## src/rtl/cpu_ctrl_pkg.sv

```systemverilog
// Shared definitions for the hardwired control sequencer and the ALU:
// sequencer states, opcode map, ALU operation codes, opcode classes and
// the per-state strobe decode.
package cpu_ctrl_pkg;

    typedef enum logic [3:0] {
        ST_RST,
        ST_T0,
        ST_T1,
        ST_T2,
        ST_T3,
        ST_T4,
        ST_T5,
        ST_T6,
        ST_T7,
        ST_HALT
    } state_t;

    // Opcode map, ir[31:27]
    localparam logic [4:0] OPC_LD   = 5'b00000;
    localparam logic [4:0] OPC_ST   = 5'b00010;
    localparam logic [4:0] OPC_ADD  = 5'b00011;
    localparam logic [4:0] OPC_SUB  = 5'b00100;
    localparam logic [4:0] OPC_AND  = 5'b00101;
    localparam logic [4:0] OPC_OR   = 5'b00110;
    localparam logic [4:0] OPC_ADDI = 5'b01100;
    localparam logic [4:0] OPC_ANDI = 5'b01101;
    localparam logic [4:0] OPC_ORI  = 5'b01110;
    localparam logic [4:0] OPC_NOP  = 5'b11000;
    localparam logic [4:0] OPC_HALT = 5'b11011;

    // ALU operation select codes, shared with the ALU
    localparam logic [4:0] ALU_NONE = 5'b00000;
    localparam logic [4:0] ALU_ADD  = 5'b00011;
    localparam logic [4:0] ALU_SUB  = 5'b00100;
    localparam logic [4:0] ALU_AND  = 5'b00101;
    localparam logic [4:0] ALU_OR   = 5'b00110;

    typedef enum logic [2:0] {
        CLS_ALU_R,
        CLS_ALU_I,
        CLS_LD,
        CLS_ST,
        CLS_NOP,
        CLS_HALT,
        CLS_ILLEGAL
    } op_class_t;

    typedef struct packed {
        logic pc_out;
        logic mdr_out;
        logic zlo_out;
        logic r_out;
        logic c_out;
        logic ba_out;
        logic mar_in;
        logic mdr_in;
        logic ir_in;
        logic y_in;
        logic zlow_in;
        logic pc_in;
        logic r_in;
        logic gra;
        logic grb;
        logic grc;
        logic inc_pc;
        logic read;
        logic write;
    } strobes_t;

    // Moore strobe decode for a given state and opcode class
    function automatic strobes_t strobes_for(input state_t st, input op_class_t cls);
        strobes_t s;
        s = '0;
        unique case (st)
            ST_T0: begin
                s.pc_out  = 1'b1;
                s.mar_in  = 1'b1;
                s.inc_pc  = 1'b1;
                s.zlow_in = 1'b1;
            end
            ST_T1: begin
                s.zlo_out = 1'b1;
                s.pc_in   = 1'b1;
                s.read    = 1'b1;
                s.mdr_in  = 1'b1;
            end
            ST_T2: begin
                s.mdr_out = 1'b1;
                s.ir_in   = 1'b1;
            end
            ST_T3: begin
                if (cls == CLS_ALU_R) begin
                    s.grb   = 1'b1;
                    s.r_out = 1'b1;
                    s.y_in  = 1'b1;
                end else if (cls == CLS_ALU_I || cls == CLS_LD || cls == CLS_ST) begin
                    s.grb    = 1'b1;
                    s.ba_out = 1'b1;
                    s.r_out  = 1'b1;
                    s.y_in   = 1'b1;
                end
            end
            ST_T4: begin
                if (cls == CLS_ALU_R) begin
                    s.grc     = 1'b1;
                    s.r_out   = 1'b1;
                    s.zlow_in = 1'b1;
                end else if (cls == CLS_ALU_I || cls == CLS_LD || cls == CLS_ST) begin
                    s.c_out   = 1'b1;
                    s.zlow_in = 1'b1;
                end
            end
            ST_T5: begin
                if (cls == CLS_ALU_R || cls == CLS_ALU_I) begin
                    s.zlo_out = 1'b1;
                    s.gra     = 1'b1;
                    s.r_in    = 1'b1;
                end else if (cls == CLS_LD || cls == CLS_ST) begin
                    s.zlo_out = 1'b1;
                    s.mar_in  = 1'b1;
                end
            end
            ST_T6: begin
                if (cls == CLS_LD) begin
                    s.read   = 1'b1;
                    s.mdr_in = 1'b1;
                end else if (cls == CLS_ST) begin
                    // Read stays low so the MDR takes the bus value
                    s.gra    = 1'b1;
                    s.r_out  = 1'b1;
                    s.mdr_in = 1'b1;
                end
            end
            ST_T7: begin
                if (cls == CLS_LD) begin
                    s.mdr_out = 1'b1;
                    s.gra     = 1'b1;
                    s.r_in    = 1'b1;
                end else if (cls == CLS_ST) begin
                    s.write = 1'b1;
                end
            end
            default: s = '0;
        endcase
        return s;
    endfunction

endpackage

```

## src/rtl/opcode_decoder.sv

```systemverilog
// Combinational opcode decode: class, ALU operation and illegal flag.
module opcode_decoder
    import cpu_ctrl_pkg::*;
(
    input  logic [4:0] opcode,
    output op_class_t  op_class,
    output logic [4:0] alu_op,
    output logic       illegal
);

    // Map each opcode to its execute class and ALU code
    always_comb begin
        op_class = CLS_ILLEGAL;
        alu_op   = ALU_NONE;
        illegal  = 1'b0;
        unique case (opcode)
            OPC_ADD:  begin op_class = CLS_ALU_R; alu_op = ALU_ADD; end
            OPC_SUB:  begin op_class = CLS_ALU_R; alu_op = ALU_SUB; end
            OPC_AND:  begin op_class = CLS_ALU_R; alu_op = ALU_AND; end
            OPC_OR:   begin op_class = CLS_ALU_R; alu_op = ALU_OR;  end
            OPC_ADDI: begin op_class = CLS_ALU_I; alu_op = ALU_ADD; end
            OPC_ANDI: begin op_class = CLS_ALU_I; alu_op = ALU_AND; end
            OPC_ORI:  begin op_class = CLS_ALU_I; alu_op = ALU_OR;  end
            OPC_LD:   begin op_class = CLS_LD;    alu_op = ALU_ADD; end
            OPC_ST:   begin op_class = CLS_ST;    alu_op = ALU_ADD; end
            OPC_NOP:  op_class = CLS_NOP;
            OPC_HALT: op_class = CLS_HALT;
            default: begin
                op_class = CLS_ILLEGAL;
                illegal  = 1'b1;
            end
        endcase
    end

endmodule

```

## src/rtl/control_sequencer.sv

```systemverilog
// Hardwired control unit: shared fetch T0-T2, decode, execute T3-T7 and HALT.
// All strobes are registered and change only just after a rising clk edge.
module control_sequencer
    import cpu_ctrl_pkg::*;
#(
    parameter int OP_W = 5,
    parameter int IR_W = 32
) (
    input  logic            clk,
    input  logic            clr,
    input  logic [IR_W-1:0] ir,
    input  logic            stop,
    output logic            PC_out,
    output logic            MDR_out,
    output logic            Zlo_out,
    output logic            R_out,
    output logic            C_out,
    output logic            BAout,
    output logic            MARin,
    output logic            MDRin,
    output logic            IRin,
    output logic            Yin,
    output logic            Zlowin,
    output logic            PCin,
    output logic            Rin,
    output logic            Gra,
    output logic            Grb,
    output logic            Grc,
    output logic            IncPC,
    output logic            Read,
    output logic            Write,
    output logic [OP_W-1:0] op_sel,
    output logic            halted,
    output logic            illegal
);

    state_t    state_q;
    state_t    next_state;
    op_class_t cls_q;
    op_class_t next_cls;
    op_class_t dec_cls;
    logic [4:0] alu_q;
    logic [4:0] next_alu;
    logic [4:0] dec_alu;
    logic       dec_illegal;
    strobes_t   strb_q;
    logic [OP_W-1:0] op_sel_q;
    logic       halted_q;
    logic       illegal_q;
    logic       ir_unused;

    assign ir_unused = ^ir[IR_W-OP_W-1:0] ^ dec_illegal;

    opcode_decoder u_dec (
        .opcode   (5'(ir[IR_W-1 -: OP_W])),
        .op_class (dec_cls),
        .alu_op   (dec_alu),
        .illegal  (dec_illegal)
    );

    // Next-state and next-class selection
    always_comb begin
        // The class is captured on the T2->T3 edge, when ir holds the new word,
        // so T3's registered strobes can already depend on it.
        next_cls = (state_q == ST_T2) ? dec_cls : cls_q;
        next_alu = (state_q == ST_T2) ? dec_alu : alu_q;
        unique case (state_q)
            ST_RST: next_state = ST_T0;
            ST_T0:  next_state = ST_T1;
            ST_T1:  next_state = ST_T2;
            ST_T2:  next_state = ST_T3;
            ST_T3: begin
                unique case (cls_q)
                    CLS_ALU_R, CLS_ALU_I, CLS_LD, CLS_ST: next_state = ST_T4;
                    CLS_NOP: next_state = stop ? ST_HALT : ST_T0;
                    default: next_state = ST_HALT;
                endcase
            end
            ST_T4:  next_state = ST_T5;
            ST_T5: begin
                if (cls_q == CLS_LD || cls_q == CLS_ST)
                    next_state = ST_T6;
                else
                    next_state = stop ? ST_HALT : ST_T0;
            end
            ST_T6:   next_state = ST_T7;
            ST_T7:   next_state = stop ? ST_HALT : ST_T0;
            ST_HALT: next_state = ST_HALT;
            default: next_state = ST_RST;
        endcase
    end

    // State register with registered Moore outputs
    always_ff @(posedge clk) begin
        if (!clr) begin
            state_q   <= ST_RST;
            cls_q     <= CLS_NOP;
            alu_q     <= ALU_NONE;
            strb_q    <= '0;
            op_sel_q  <= '0;
            halted_q  <= 1'b0;
            illegal_q <= 1'b0;
        end else begin
            state_q  <= next_state;
            cls_q    <= next_cls;
            alu_q    <= next_alu;
            strb_q   <= strobes_for(next_state, next_cls);
            op_sel_q <= (next_state == ST_T4) ? OP_W'(next_alu) : '0;
            halted_q <= (next_state == ST_HALT);
            if (state_q == ST_T3 && cls_q == CLS_ILLEGAL)
                illegal_q <= 1'b1;
        end
    end

    assign PC_out  = strb_q.pc_out;
    assign MDR_out = strb_q.mdr_out;
    assign Zlo_out = strb_q.zlo_out;
    assign R_out   = strb_q.r_out;
    assign C_out   = strb_q.c_out;
    assign BAout   = strb_q.ba_out;
    assign MARin   = strb_q.mar_in;
    assign MDRin   = strb_q.mdr_in;
    assign IRin    = strb_q.ir_in;
    assign Yin     = strb_q.y_in;
    assign Zlowin  = strb_q.zlow_in;
    assign PCin    = strb_q.pc_in;
    assign Rin     = strb_q.r_in;
    assign Gra     = strb_q.gra;
    assign Grb     = strb_q.grb;
    assign Grc     = strb_q.grc;
    assign IncPC   = strb_q.inc_pc;
    assign Read    = strb_q.read;
    assign Write   = strb_q.write;
    assign op_sel  = op_sel_q;
    assign halted  = halted_q;
    assign illegal = illegal_q;

endmodule

```

## config.mk

```make
export PLATFORM = sky130hd
export DESIGN_NAME = control_sequencer
export DESIGN_NICKNAME = d
export VERILOG_FILES = /design/src/rtl/cpu_ctrl_pkg.sv /design/src/rtl/opcode_decoder.sv /design/src/rtl/control_sequencer.sv
export SDC_FILE = /design/constraint.sdc
export NUM_CORES = 1
export LEC_CHECK = 0
export CAP_MARGIN = 25
export CORE_ASPECT_RATIO = 2
export CORE_UTILIZATION = 43
export DETAILED_ROUTE_END_ITERATION = 6
export GPL_ROUTABILITY_DRIVEN = 0
export PLACE_DENSITY = 0.8
export SYNTH_ARGS = -nofsm -noshare
export SYNTH_HDL_FRONTEND = slang
export SYNTH_SLANG_ARGS = --single-unit
export TNS_END_PERCENT = 50
```

## constraint.sdc

```tcl
create_clock -name clk -period 2.32 [get_ports clk]
set_clock_uncertainty 0.15 [all_clocks]
set_input_delay 0.464 -clock clk [delete_from_list [all_inputs] [get_ports clk]]
set_output_delay 0.464 -clock clk [all_outputs]
set_load 0.03 [all_outputs]
```

# Word-level counts from Yosys, hierarchy flattened
# Cells that the tools add are included.
# W data, S select, Z words.
dict set report word_totals {
  reg_bits 36
  latchBits 0
  ramBits 0
  romBits 0
  output_inout_bits 26
  mem_count 0
}
dict set report classes {
  n_addsub 0
  mul 0
  div_mod_pow 0
  n_lt_le_gt_ge 0
  eq_ne 36
  shift 0
  n_mux 33
  n_bitwise 0
  n_reduce_logical 19
}
# cell count
set ops {}
lappend ops {{$pmux W4 S10} 1}
lappend ops {{$eq A4 B3 Y1 const B} 8}
lappend ops {{$pmux W3 S6} 1}
lappend ops {{$eq A4 B2 Y1 const B} 4}
lappend ops {{$eq A4 B4 Y1 const B} 4}
lappend ops {{$eq A5 B3 Y1 const B} 3}
lappend ops {{$eq A5 B4 Y1 const B} 3}
lappend ops {{$mux W1} 14}
lappend ops {{$pmux W1 S2} 7}
lappend ops {{$eq A3 B2 Y1 const B} 4}
lappend ops {{$pmux W3 S4} 1}
lappend ops {{$reduce_or A4 Y1} 3}
lappend ops {{$eq A5 B2 Y1 const B} 2}
lappend ops {{$eq A5 B5 Y1 const B} 2}
lappend ops {{$eq A4 B1 Y1 const B} 2}
lappend ops {{$mux W4} 2}
lappend ops {{$pmux W4 S2} 1}
lappend ops {{$eq A3 B1 Y1 const B} 2}
lappend ops {{$eq A3 B3 Y1 const B} 2}
lappend ops {{$logic_not A3 Y1} 2}
lappend ops {{$pmux W1 S3} 2}
lappend ops {{$reduce_and A2 Y1} 3}
lappend ops {{$logic_not A5 Y1} 1}
lappend ops {{$logic_or A1 B1 Y1} 5}
lappend ops {{other kinds (7)} 9}

# Logic depth before layout (Yosys ltp)
# Gate-level depths: netlist of the first run.
dict set report logic_depth {
  ltp_word 10
  ltp_mapped 6
}

# Modules after synthesis
# From an unflattened synthesis of the first run, not the netlist that was laid out.
dict set report unflattened {
  hier_cells 181
  hier_area_um2 1590.3
}
# mod n_inst cells_each area_each_um2 seq_area_each_um2
set modules_own_cells {}
lappend modules_own_cells {control_sequencer 1 147 1360.1 720.7}
lappend modules_own_cells {opcode_decoder 1 34 230.2 0.0}

# Worst setup path after synthesis of the first run
# No wires, ideal clock.
dict set report synth_path {
  path_type {in2reg}
  startpoint {input ir[27]}
  endpoint {register strb_q (netlist bit Gra)}
  setup_time_ps 123
  arrival_time_ps 1539
  required_ps 2047
  slack_ps 508
  stages 6
  n_path_buf 1
  path_cell_list {buf_4 and2_1 a221o_1 a31oi_4 a221oi_2 o21bai_1}
}
dict set report synth_via {
  elab_chain_len 8
  elab_cells_between_ends 25
  cone_classes {eq/ne: 13; mux: 7; reduce/logical: 5}
}
# element line_no
set synth_rtl {}
lappend synth_rtl {{start, declared} control_sequencer.sv:11} ;# input logic [IR_W-1:0] ir,
lappend synth_rtl {{$eq A5 B2 Y1 (tied with other cells)} opcode_decoder.sv:16} ;# unique case (opcode)
lappend synth_rtl {{$reduce_or A4 Y1 (no source line) / $reduce_or A3 Y1 (equally long branches)} -}
lappend synth_rtl {{$pmux W3 S6 (*)} opcode_decoder.sv:16}
lappend synth_rtl {{$mux W3 (*)} control_sequencer.sv:65} ;# next_cls = (state_q == ST_T2) ? dec_cls : cls_q;
lappend synth_rtl {{$eq A3 B2 Y1 (tied with other cells)} cpu_ctrl_pkg.sv:128} ;# end else if (cls == CLS_ST) begin
lappend synth_rtl {{$mux W1 / $logic_or A1 B1 Y1 (equally long branches)} {cpu_ctrl_pkg.sv:128, cpu_ctrl_pkg.sv:115}}
lappend synth_rtl {{$mux W1 / $mux W2 (equally long branches)} {cpu_ctrl_pkg.sv:125, cpu_ctrl_pkg.sv:115}}
lappend synth_rtl {{$pmux W1 S3 (*)} cpu_ctrl_pkg.sv:75} ;# unique case (st)
lappend synth_rtl {{end signal, assigned} control_sequencer.sv:107} ;# strb_q <= strobes_for(next_state, next_cls);
lappend synth_rtl {{end, declared} control_sequencer.sv:46} ;# strobes_t strb_q;
# Mark *: on every way between the ends. The rest lies on a longest branch, timed or not.
# A chain may end at the register's enable or synchronous reset.

# Worst setup path after layout of the first run
dict set report layout_path {
  startpoint {input ir[30]}
  endpoint {register strb_q (netlist bit Gra)}
}
# The elaborated chain is that of the path after synthesis.

==> summary.md, run 1 <==
| Metric | Value |
|---|---|
| Outcome | `complete, no violations` |
| Die Y | `87.46 um` |
| Seq cells post-synth | `36` |
| Final Hold Vio Count | `0` |
| Dominant synthesized flop cell | `dfxtp_1` |
| CP Capture Type | `register` |
| Number of fill cells | `303` |
| Psw | `0.3325 mW` |
| Syn-to-layout area delta | `33.07%` |
| Largest family of logic cells by synthesized area | `simple AND/OR/NAND/NOR gates` |
| Kind of critical path | `input port to register` |
| WL per Instance | `12.96 um` |
| P per Cell Area | `659.7 mW/mm2` |
| Peak VDD IR | `0.4426 mV` |
| Net Sw Frac | `24.12%` |
| Depth of the worst register-to-register path | `6` |
| Fmax | `484.7 MHz` |
| Syn. warnings | `0` |
| Syn Area/Cell | `9.403 um2` |
| Number of flops mapped to enable cells by yosys | `0` |
| Worst hold slack | `0.3245 ns` |
| M3 GR Usage | `4.149%` |
| Synth Area in XOR/XNOR | `1.116%` |
| Detail-routed via count per cell | `5.372` |
| Post-layout util | `60.51%` |
| RSZ-0062 raised after global routing | `false` |
| Max_cap viols | `0` |
| Routing usage on met2 | `36.63%` |
| N_diodes | `0` |
| Port Buffer Count | `33` |
| Leak Pwr | `0.8369 nW` |
| DP Wirelength | `2.553 mm` |
| Placeable Area | `0.003453 mm2` |
| Max Buffers Root-to-Sink | `2` |
| Combinational share of power | `14.8%` |
| Clock transition at path regs | `0.07 ns` |
| CTS Hold Bufs | `0` |
| Layout cells sized above 1 | `15.24%` |
| Met1 Use GR | `17.49%` |
| Largest net degree at the start of global routing | `19` |
| Mux cell area share after synthesis | `0%` |
| Post-Route WL | `3.343 mm` |
| Sequential area share after synthesis | `45.90%` |
| GRT Util Overall | `19.47%` |
| Post-synthesis simple-gate area fraction | `28.84%` |
| Asr flop ratio synth | `0%` |
| Post-route DRC | `0` |
| Internal power | `1.046 mW` |
| Critical Path Source Type | `input port` |
| Hold path depth | `1` |
| Syn Nets | `202` |
| Mapped cell area | `0.001570 mm2` |
| Area contributors post-synth | `dfxtp_1, and2_1, nor2_1` |
| Num CTS Buffers | `5` |
| Yosys cell types | `46` |
| Post-synth top cells | `dfxtp_1, nor2_1, nand2_1` |
| Non-Filler Instances | `258` |
| Worst hold start | `alu_q[3]` |
| Share of power burned in registers | `47.1%` |
| Die width | `44.73 um` |
| I/O pin cnt | `61` |
| Root Driver | `clkbuf_8` |
| Relative slew slack | `71.40%` |
| Busiest layer in global routing | `met2` |
| First-pass DRT Iterations | `4` |
| Starting Density | `45.47%` |
| Row count | `30` |
| Data arrival, critical path | `2.08 ns` |
| Total grt overflow | `0` |
| Vias in the first global route | `1342` |
| R2r startpoint | `state_q[0]` |
| Min Clock Period, post-route | `2.063 ns` |
| Yosys top cell by area | `dfxtp_1` |
| Compound-Gate Fraction of Synth Area | `17.85%` |
| Final Cycle Share | `88.93%` |
| Synth Area in Adders | `0%` |
| H-tree depth | `2` |
| Sequential cell area | `720.7 um2` |
| Net count, final | `244` |
| Final setup fails | `0` |
| Worst-Skew Late Latency | `0.28 ns` |
| Initial antenna violation count | `0` |
| Initial DRC count | `33` |
| Crit. Startpoint | `ir[30]` |
| Most frequent cell after synthesis | `dfxtp_1` |
| Post-synthesis cell count | `167` |
| Area of the die | `0.003912 mm2` |
| Max-slew violation count | `0` |
| Routed Antenna Nets | `0` |
| Top cell type's share of synthesized area | `45.90%` |
| Routed via count | `1386` |
| CTS tree | `built` |
| Post-cts resize count | `0` |
| Req. time, crit path | `2.34 ns` |
| Max FO, Critical Path | `8` |
| Clk sinks | `36` |
| Clock power share | `38.1%` |
| Worst-Margin Slew | `0.4264 ns` |
| Multi-input gate area | `750.7 um2` |
| Hold Path Class | `register to register` |
| DP Cell Count | `250` |
| First-pass GRT wire length | `5.582 mm` |
| # Post-CTS Setup Buffers | `0` |
| Power consumption | `1.379 mW` |
-- power groups by stage --
| stage | Combinational (mW) | Sequential (mW) | Clock [mW] |
|---|---|---|---|
| detailed placement | 0.203 | 0.663 | 0 |
| finish | 0.205 | 0.649 | 0.525 |
| CTS | 0.205 | 0.649 | 0.532 |
| floorplan | 0.110 | 0.685 | 0 |
| global placement | 0.199 | 0.662 | 0 |
| global route | 0.222 | 0.651 | 0.562 |
-- worst paths after layout --
| check | end | slack, ns |
|---|---|---|
| max | Gra | 0.26 |
| min | alu_q[3] | 0.32 |
| max reg2reg | Zlo_out | 0.51 |
| min reg2reg | alu_q[3] | 0.32 |
-- critical path, stage by stage --
cell	delay, ns
clkdlybuf4s50_1	0.54
nor3b_2	0.22
a221o_1	0.40
a31oi_4	0.20
a221oi_2	0.09
o21bai_1	0.16
-- placed cells by master (no fill, tap or decap), drive strengths merged, types with 5 or more instances in the layout --
master	synthesis	layout
o21ai	7	7
and2	10	10
nor3	7	7
nand2	11	11
clkdlybuf4s50	0	33
nor2	14	14
a21oi	7	7
clkbuf	1	6
buf	12	15
and3	8	8
nand2b	5	5
dfxtp	36	36
nor2b	8	8
-- final cells by class --
type,count,area share (%)
well taps,48,2.874
flip-flops and latches,36,34.49
clock buffers,6,3.473
multi-input cells,116,35.93
clock inverters,2,1.677
repair buffers,48,21.20
inverters,2,0.3593
-- kinds of logic (layout without fill, tap and decap cells) --
family | Yosys count | after routing
and+or+nand+nor | 79 | 79
DFF | 36 | 36
AOI/OAI and AO/OA | 35 | 35
buffers and inverters | 15 | 58
xor gates and xnor gates | 2 | 2
-- flip-flops by register name, summed over array words and instances, names as in the netlist, 3 cells and up --
name and cells:
alu_q 5, op_sel 5, state_q 4, cls_q 3
-- per-stage QoR --
stage	area (um2)	worst slack (ns)	setup TNS (ns)
global route	2090	0.1168	0
finish	2090	0.2569	0
floorplan	1570	0.5078	0
global placement	1982	-0.01740	-0.03753
CTS	2090	0.2531	0
detailed placement	1982	-0.03848	-0.1214
-- routing by layer --
metal | vias up | share of wire (%)
li1 | 670 | -
met1 | 644 | 34
met4 | 0 | 2.9
met5 | - | 0
met3 | 14 | 4.6
met2 | 58 | 59
No activity file was read; power rests on OpenSTA's default activity.
==> inputs of run 2 (changes only) <==
Settings changed: ABC_AREA set to 1, ABC_CLOCK_PERIOD_IN_PS set to 2320, CORE_ASPECT_RATIO 2 to 0.5, CORE_UTILIZATION 43 to 42.
==> summary.md, run 2 <==
| Metric | Value |
|---|---|
| Largest net degree at the start of global routing | `18 (was 19)` |
| Number of flops mapped to enable cells by yosys | `0 (unchanged)` |
| Mapped cell area | `0.001479 mm2 (was 0.001570 mm2)` |
| Asr flop ratio synth | `0% (unchanged)` |
| N_diodes | `0 (unchanged)` |
| CP bufs+invs | `3 (was 1)` |
| Layout cells sized above 1 | `11.35% (was 15.24%)` |
| CP delay by family, top | `simple AND/OR/NAND/NOR gates (was compound AO/OA/AOI/OAI gates)` |
| Relative slew slack | `78.15% (was 71.40%)` |
| Post-route DRC | `0 (unchanged)` |
| GRT Util Overall | `18.93% (was 19.47%)` |
| RSZ-0062 raised after global routing | `false (unchanged)` |
| Row count | `14 (was 30)` |
| Hold Path Class | `register to register (unchanged)` |
| Net count, final | `264 (was 244)` |
| Area of the die | `0.003777 mm2 (was 0.003912 mm2)` |
| Clock power share | `32.8% (was 38.1%)` |
| Final Cycle Share | `85.27% (was 88.93%)` |
| Max Buffers Root-to-Sink | `2 (unchanged)` |
| Max FO, Critical Path | `5 (was 8)` |
| First-pass GRT wire length | `5.292 mm (was 5.582 mm)` |
| Fmax | `505.5 MHz (was 484.7 MHz)` |
| Yosys cell types | `24 (was 46)` |
| WL per Instance | `11.55 um (was 12.96 um)` |
| Clk sinks | `36 (unchanged)` |
| Die Y | `43.96 um (was 87.46 um)` |
| Post-synth top cells | `dfxtp_1, nor2_1, nand2_1 (unchanged)` |
| Port Buffer Count | `33 (unchanged)` |
| Initial DRC count | `61 (was 33)` |
| Setup tns final | `0 ns (unchanged)` |
| Psw | `0.3367 mW (was 0.3325 mW)` |
| Starting Density | `46.65% (was 45.47%)` |
| H-tree depth | `2 (unchanged)` |
| P per Cell Area | `653.6 mW/mm2 (was 659.7 mW/mm2)` |
| Vias in the first global route | `1199 (was 1342)` |
| Placeable Area | `0.003171 mm2 (was 0.003453 mm2)` |
| Syn Nets | `228 (was 202)` |
| DP Cell Count | `270 (was 250)` |
| Kind of critical path | `input port to register (unchanged)` |
| First-pass DRT Iterations | `4 (unchanged)` |
| Post-cts resize count | `0 (unchanged)` |
| Initial antenna violation count | `0 (unchanged)` |
| Syn-to-layout area delta | `29.36% (was 33.07%)` |
| Post-synthesis cell count | `193 (was 167)` |
| Sequential area share after synthesis | `48.73% (was 45.90%)` |
| # Post-CTS Setup Buffers | `0 (unchanged)` |
| I/O pin cnt | `61 (unchanged)` |
| Die width | `85.92 um (was 44.73 um)` |
| Syn. warnings | `0 (unchanged)` |
| Max-slew violation count | `0 (unchanged)` |
| Slowest-stage cell, CP | `clkdlybuf4s50_1 (unchanged)` |
| Non-Filler Instances | `277 (was 258)` |
| Share of power burned in registers | `52.3% (was 47.1%)` |
| Outcome | `complete, no violations (unchanged)` |
| Area contributors post-synth | `dfxtp_1, nor2_1, nand2_1 (was dfxtp_1, and2_1, nor2_1)` |
| CTS tree | `built (unchanged)` |
| Num CTS Buffers | `5 (unchanged)` |
| Worst-Skew Late Latency | `0.29 ns (was 0.28 ns)` |
| Final setup fails | `0 (unchanged)` |
| Seq cells post-synth | `36 (unchanged)` |
| DP Wirelength | `2.358 mm (was 2.553 mm)` |
| Peak VDD IR | `0.3366 mV (was 0.4426 mV)` |
| Top cell type's share of synthesized area | `48.73% (was 45.90%)` |
| Final Hold Vio Count | `0 (unchanged)` |
| Commonest non-fill, non-tap cell in the layout | `dfxtp_1 (unchanged)` |
| Internal power | `0.9137 mW (was 1.046 mW)` |
| CTS Hold Bufs | `0 (unchanged)` |
| Routed Antenna Nets | `0 (unchanged)` |
| Combinational share of power | `14.9% (was 14.8%)` |
| Leak Pwr | `0.8052 nW (was 0.8369 nW)` |
| Total grt overflow | `0 (unchanged)` |
| Yosys top cell by area | `dfxtp_1 (unchanged)` |
| Critical Path Source Type | `input port (unchanged)` |
| Req. time, crit path | `2.36 ns (was 2.34 ns)` |
| CP most frequent cell | `nand3_1` |
| Net Sw Frac | `26.93% (was 24.12%)` |
| Syn Area/Cell | `7.663 um2 (was 9.403 um2)` |
| Detail-routed via count per cell | `4.863 (was 5.372)` |
| Root Driver | `clkbuf_8 (unchanged)` |
| Clock transition at path regs | `0.07 ns (about the same)` |
| Largest stage delay, worst path | `0.51 ns (was 0.54 ns)` |
| CP Capture Type | `register (unchanged)` |
| Dominant synthesized flop cell | `dfxtp_1 (unchanged)` |
| Post-Route WL | `3.200 mm (was 3.343 mm)` |
| Worst-Margin Slew | `0.3267 ns (was 0.4264 ns)` |
| Most frequent cells in the layout | `dfxtp_1, nor2_1, clkdlybuf4s50_1, nand2_1, inv_1 (was dfxtp_1, clkdlybuf4s50_1, buf_4, nor2_1, nand2_1)` |
| Min Clock Period, post-route | `1.978 ns (was 2.063 ns)` |
| Max_cap viols | `0 (unchanged)` |
| Most frequent cell after synthesis | `dfxtp_1 (unchanged)` |
| Crit-path cells | `clkdlybuf4s50_1 > inv_1 > nor2_1 > nand3_1 > nand3_1 > nand2_1 > nand2_2 > nor2_2 > nand3_1 > nand3_1 > nand2_1 > inv_1 (was clkdlybuf4s50_1 > nor3b_2 > a221o_1 > a31oi_4 > a221oi_2 > o21bai_1)` |
| Number of fill cells | `285 (was 303)` |
| Data arrival, critical path | `2.02 ns (was 2.08 ns)` |
| Routed via count | `1347 (was 1386)` |
-- run 2: cell count changes in the layout (fill, tap and decap cells not counted), moves of 10 or more --
cell,before,now
and2_1,10,0
nor2_1,14,34
nand3_1,1,14
inv_1,1,24
buf_4,15,2
nand2_1,11,27
-- run 2: worst min-delay path, cell delays in order (launching register included) --
cell and delay (ns):
dfxtp_1 0.30, inv_1 0.06, nor2_1 0.04
-- run 2: metrics by stage --
stage | util, % | worst slack, ns | power, mW | instance area, um2 | hold slack [ns]
2_1_floorplan | - | 0.7742 | 0.7913 | 1479 | 0.2664
3_3_place_gp | 57.89 | 0.1005 | 0.8457 | 1836 | 0.2768
3_5_place_dp | 57.89 | 0.07766 | 0.8504 | 1836 | 0.2831
4_1_cts | 60.34 | 0.3690 | 1.258 | 1913 | 0.2923
5_1_grt | 60.34 | 0.2307 | 1.311 | 1913 | 0.3320
6_report | 60.34 | 0.3418 | 1.250 | 1913 | 0.2890
-- run 2: cells by family after synthesis --
kind of cell / Yosys count / synth area share, %
compound gates: 19 / 7.107
flops: 36 / 48.73
simple gates: 103 / 33.50
buf+inv: 35 / 10.66
-- run 2: cell type report --
class                      count  area (um2)  share of cell area (%)
clock buffer                   6       72.57                   3.793
tap                           48       60.06                   3.139
sequential                    36       720.7                   37.67
timing repair buffer          35       345.3                   18.05
multi-input combinational    122       600.6                   31.39
clock inverter                 1       5.005                  0.2616
inverter                      29       108.9                   5.690
-- run 2: path summary, 6_finish.rpt --
check	from	endpoint	slack, ns	cells past startpoint
max	ir[29]	Gra	0.34	12
max reg2reg	state_q[0]	BAout	0.56	6
min	alu_q[4]	alu_q[4]	0.29	2
min reg2reg	alu_q[4]	alu_q[4]	0.29	2
-- run 2: power groups by stage --
stage | Clock, mW | Combinational (mW) | Sequential (mW)
2_1_floorplan | 0 | 0.101 | 0.691
3_3_place_gp | 0 | 0.179 | 0.667
3_5_place_dp | 0 | 0.183 | 0.668
4_1_cts | 0.420 | 0.184 | 0.654
5_1_grt | 0.453 | 0.201 | 0.656
6_report | 0.410 | 0.186 | 0.654
-- run 2: per-layer routing --
metal	GRT usage, %	vias up	share of wire [%]
met2	30.48	40	46
li1	-	683	-
met4	9.000	0	1.7
met1	23.38	615	48
met5	0	-	0
met3	6.286	9	4.4
==> inputs of run 3 (changes only) <==
Settings changed: CAP_MARGIN 25 to not set.
==> results of run 3 <==
Same layout as run 2: the final DEF is identical, and so are final timing and power.
